===== config.mk =====
export PLATFORM = sky130hd
export DESIGN_NAME = spike_maxer
export DESIGN_NICKNAME = d
export VERILOG_FILES = /design/src/rtl/snn_pkg.sv /design/src/rtl/sat_counter.sv /design/src/rtl/spike_maxer.sv
export SDC_FILE = /design/constraint.sdc
export NUM_CORES = 1
export LEC_CHECK = 0
export BUFFER_PORTS_ARGS = -buffer_cell sky130_fd_sc_hd__buf_4
export CORE_MARGIN = 2
export CORE_UTILIZATION = 55
export DETAILED_ROUTE_END_ITERATION = 12
export PLACE_DENSITY = 0.74
export SLEW_MARGIN = 0
export SYNTH_ARGS = -nofsm -noshare
export SYNTH_HDL_FRONTEND = slang
export SYNTH_SLANG_ARGS = --single-unit

===== constraint.sdc =====
create_clock -name clk -period 3.06 [get_ports clk]
set_input_delay 0.306 -clock clk [delete_from_list [all_inputs] [get_ports clk]]
set_output_delay 0.306 -clock clk [all_outputs]
set_load 0.05 [all_outputs]

===== src/rtl/snn_pkg.sv =====
// Shared constants and types for the SNN core readout path.
// The Q-format threshold uses SNN_FRAC fractional bits.
package snn_pkg;

    localparam int SNN_FRAC  = 12;
    localparam int SNN_Q_ONE = 1 << SNN_FRAC;
    localparam int SNN_CW    = 8;

    typedef enum logic [1:0] {
        ST_IDLE  = 2'd0,
        ST_COUNT = 2'd1,
        ST_SCAN  = 2'd2,
        ST_DONE  = 2'd3
    } maxer_state_t;

endpackage


===== src/rtl/sat_counter.sv =====
// Per-neuron spike counter with synchronous clear.
// It sticks at all-ones instead of wrapping.
module sat_counter #(
    parameter int CW = 8
) (
    input  logic          clk,
    input  logic          rst,
    input  logic          clr,
    input  logic          inc,
    output logic [CW-1:0] q
);

    always_ff @(posedge clk) begin
        if (rst || clr) begin
            q <= '0;
        end else if (inc && (q != '1)) begin
            q <= q + 1'b1;
        end
    end

endmodule


===== src/rtl/spike_maxer.sv =====
// Winner-take-all readout: counts spikes per neuron, then scans for the max.
// Build option SPIKE_MAXER_TIE_HIGH_EN makes ties go to the highest index.
module spike_maxer
    import snn_pkg::*;
#(
    parameter int N    = 8,
    parameter int W    = 24,
    parameter int CW   = SNN_CW,
    parameter int FRAC = SNN_FRAC
) (
    input  logic                 clk,
    input  logic                 rst,
    input  logic                 start_core_img,
    input  logic [N-1:0]         ops,
    input  logic                 TU_incre,
    input  logic                 done_core_img,
    output logic                 valid_maxing,
    output logic [W-1:0]         threshold_maxer,
    output logic [$clog2(N)-1:0] winner,
    output logic                 no_spike,
    output logic                 busy
);

    localparam int IW = $clog2(N);

    maxer_state_t  state;
    logic [CW-1:0] cnt [N];
    logic [IW-1:0] idx;
    logic [IW-1:0] best_idx;
    logic [CW-1:0] best;
    logic [CW-1:0] cur;
    logic [W-1:0]  best_w;
    logic          cnt_inc;
    logic          take;
    logic          last;

    // start wins over a coincident time unit, so its spikes are dropped
    assign cnt_inc = (state == ST_COUNT) && TU_incre && !start_core_img;

    for (genvar g = 0; g < N; g++) begin : g_cnt
        sat_counter #(.CW(CW)) u_cnt (
            .clk (clk),
            .rst (rst),
            .clr (start_core_img),
            .inc (cnt_inc && ops[g]),
            .q   (cnt[g])
        );
    end

    assign cur    = cnt[idx];
    assign last   = (idx == IW'(N - 1));
    assign best_w = W'(best);

`ifdef SPIKE_MAXER_TIE_HIGH_EN
    assign take = (cur >= best);
`else
    assign take = (cur > best);
`endif

    always_ff @(posedge clk) begin
        if (rst) begin
            state           <= ST_IDLE;
            idx             <= '0;
            best            <= '0;
            best_idx        <= '0;
            valid_maxing    <= 1'b0;
            threshold_maxer <= '0;
            winner          <= '0;
            no_spike        <= 1'b0;
            busy            <= 1'b0;
        end else begin
            valid_maxing <= 1'b0;
            busy         <= (state == ST_COUNT) || (state == ST_SCAN);
            if (start_core_img) begin
                state    <= ST_COUNT;
                idx      <= '0;
                best     <= '0;
                best_idx <= '0;
            end else begin
                unique case (state)
                    ST_IDLE: begin
                    end
                    ST_COUNT: begin
                        if (done_core_img) begin
                            state    <= ST_SCAN;
                            idx      <= '0;
                            best     <= '0;
                            best_idx <= '0;
                        end
                    end
                    ST_SCAN: begin
                        if (take) begin
                            best     <= cur;
                            best_idx <= idx;
                        end
                        if (last) begin
                            state <= ST_DONE;
                        end else begin
                            idx <= idx + 1'b1;
                        end
                    end
                    ST_DONE: begin
                        valid_maxing    <= 1'b1;
                        winner          <= best_idx;
                        threshold_maxer <= best_w << FRAC;
                        no_spike        <= (best == '0);
                        state           <= ST_IDLE;
                    end
                    default: state <= ST_IDLE;
                endcase
            end
        end
    end

endmodule


==> results.sh <==
export IMPL_p_clk_frac=0.383
export IMPL_grt_pass1_vias=3509
export IMPL_r2r_end="best[2]"
export IMPL_diodes=0
export IMPL_cts_root_buffer="clkbuf_8"
export IMPL_slew_viol_final=0
export IMPL_synth_most_common_cell="dfxtp_1"
export IMPL_antenna_found_initial=0
export IMPL_drtAntennaViolNets=0
export IMPL_core_area_sq_um=8720
export IMPL_wl_per_cell_um=15.3
export IMPL_cts_buffer_depth=2
export IMPL_dp_hpwl_mm=7.66
export IMPL_finalSetupViolations=0
export IMPL_ys_seq_area_frac=0.382
export IMPL_syn_area_sq_um=4930
export IMPL_reg2reg_setup_slack_ns=0.39
export IMPL_yosys_area_top_type_share=0.382
export IMPL_grt_pass1_wl_mm=17.0
export IMPL_powerDensity_nw_per_um2=416
export IMPL_rsz0062_at_grt="no"
export IMPL_period_minus_slack_ns=2.67
export IMPL_avgViaCountPerCell=5.83
export IMPL_gp_congestion=0.859
export IMPL_grt_max_degree=42
export IMPL_clock_latency_ns=0.37
export IMPL_worstSetupEndpoint="best[2]"
export IMPL_ios=43
export IMPL_postPlaceCellArea_sq_um=5140
export IMPL_hold_buffers=0
export IMPL_drc=0
export IMPL_peakVddDrop_uv=214
export IMPL_maxCapViolations=0
export IMPL_worstMarginPinSlew_ns=0.828
export IMPL_routed_wl_mm=10.3
export IMPL_design_area_sq_um=5340
export IMPL_crit_start="idx[1]"
export IMPL_hold_path_class="input pin to flop"
export IMPL_worstPathArrival_ns=2.98
export IMPL_reg2reg_depth=9
export IMPL_dieArea_sq_um=9730
export IMPL_vias=3906
export IMPL_slew_headroom=0.448
export IMPL_finalCritPeriodShare=0.873
export IMPL_port_buffers=26
export IMPL_setup_tns_ns=0
export IMPL_synth_async_reset_ratio=0
export IMPL_crit_type="flop to flop"
export IMPL_syn2layout_area_growth_pct=8.46
export IMPL_crit_required_ns=3.37
export IMPL_tritoncts_num_buffers=9
export IMPL_drive_gt1_frac=0.137
export IMPL_fin_skew_ns=0.0114
export IMPL_path_max_fanout=20
export IMPL_grt_usage=0.217
export IMPL_share_seq_of_total_power=0.554
export IMPL_ys_types=53
export IMPL_fmax_mhz=374
export IMPL_p_comb_frac=0.064
export IMPL_synth_warnings=0
export IMPL_finalHoldViolCount=0
export IMPL_start_util=0.565
export IMPL_post_cts_resized=0
export IMPL_status="complete, no violations"
export IMPL_timing_rr_start="idx[1]"
export IMPL_nNetsFinal=593
export IMPL_cts_max_level=3
export IMPL_cts_setup_buffers=0
export IMPL_synth_largest_area_cell="dfxtp_1"
export IMPL_synth_area_leaders="dfxtp_1 (38%), mux4_2 (7.3%), ha_1 (5.8%)"
export IMPL_detail_route_iter0_violations=152
export IMPL_synth_edf_count=0
export IMPL_power_leakage_nw=1.92
export IMPL_synth_avg_cell_area_sq_um=9.17
export IMPL_rows=34
export IMPL_start_kind="flop"
export IMPL_clk_pin_slew_ns=0.09
export IMPL_cts_tree="yes"
export IMPL_p_int_w=0.00167
export IMPL_overflow=0
export IMPL_p_switching_w=0.000557
export IMPL_die_h_um=98.6
export IMPL_synthFlopType="dfxtp_1"
export IMPL_netlist_top_cells_count="dfxtp_1 (94), nand2_1 (67), nor2_1 (61)"
export IMPL_first_pass_iters=5
export IMPL_die_w_um=98.6
export IMPL_end_kind="flop"
export IMPL_clock_sinks=94
export IMPL_ys_ff_latch=94
export IMPL_switching_share=0.251
export IMPL_filler_cell_count=748
export IMPL_syn_instance_count=537
==> sequential cells by signal, indices dropped and copies added, names as in the netlist <==
register	flops
state	2
winner	3
idx	3
no_spike	1
best	8
threshold_maxer	8
busy	1
best_idx	3
g_cnt.u_cnt.q	64
valid_maxing	1
==> placed cells by master, fill, tap and decap left out, drive strengths merged, types with 3 or more instances in the layout <==
cell and instances:
xor2 29, and3 3, xnor2 17, a21oi 28
or3 6, nor2b 4, ha 23, nand4b 5
buf 32, clkinv 3, a41oi 5, mux2i 5
nand4 25, and2 3, clkbuf 10, nor2 62
nand3 14, a22o 11, nor3 12, conb 16
o21ai 16, nand2 67, dfxtp 94, mux4 16
a31oi 4, inv 19, and4 5
==> how the worst min path moves through the flow <==
| stage | endpoint | cells after the start | from |
|---|---|---|---|
| after global routing | state[0] | 2 | rst |
| final | state[0] | 2 | rst |
| after CTS | state[0] | 2 | rst |
| after floorplan | winner[2] | 2 | best_idx[2] |
| after global placement | threshold_maxer[15] | 2 | threshold_maxer[15] |
| after detailed placement | threshold_maxer[19] | 2 | threshold_maxer[19] |
==> cell families after synthesis <==
group | after synthesis | share of synthesized area
adder cells (fa/ha/maj) | 23 | 0.0584
AO/OA/AOI/OAI | 82 | 0.122
buffers and inverters | 56 | 0.0612
XOR/XNOR | 46 | 0.0818
AND/OR/NAND/NOR | 214 | 0.210
multiplexers | 21 | 0.0833
flip-flops | 94 | 0.382
other | 1 | 0.000761
==> critical path: stages, from the launching register on <==
cell,delay [ns]
dfxtp_1,0.37
buf_12,0.19
mux4_2,0.52
mux2i_1,0.27
ha_1,0.29
nand4_1,0.09
nor2_1,0.05
nor3_1,0.23
o21a_1,0.40
a22o_1,0.19
==> power groups by stage <==
| stage | Combinational [W] | Sequential [W] | Clock (W) |
|---|---|---|---|
| finish | 0.000142 | 0.00123 | 0.000851 |
| global placement | 0.000137 | 0.00126 | 0 |
| detailed placement | 0.000141 | 0.00126 | 0 |
| CTS | 0.000141 | 0.00123 | 0.000866 |
| floorplan | 0.000120 | 0.00126 | 0 |
| global route | 0.000151 | 0.00123 | 0.000923 |
==> metrics by stage <==
step                      instances  total power [W]  setup WS, ns  utilization  hold WS, ns
after CTS                       670          0.00224         0.386        0.613        0.211
after global routing            670          0.00231         0.223        0.613        0.227
after detailed placement        654          0.00140         0.423        0.589        0.448
after floorplan                 552          0.00138         0.540            -        0.432
after global placement          654          0.00140         0.490        0.589        0.443
final                           670          0.00222         0.388        0.613        0.221
==> layout make-up <==
cell class,instances,area [sq um],area share
Inverter,18,67.6,0.0126
Timing Repair Buffer,32,253,0.0473
Tap cell,108,135,0.0253
Clock buffer,10,138,0.0258
Clock inverter,6,68.8,0.0129
Multi-Input combinational cell,402,2800,0.524
Sequential cell,94,1880,0.352
==> per-layer routing <==
metal  track usage  vias to the layer above  share of wire
met5             0                        -              0
met4        0.0885                        0          0.021
met3        0.0362                       17          0.053
met2         0.347                      102           0.48
met1         0.295                     1864           0.44
li1              -                     1923              -
Note: power is estimated with default switching activity, not from simulation.
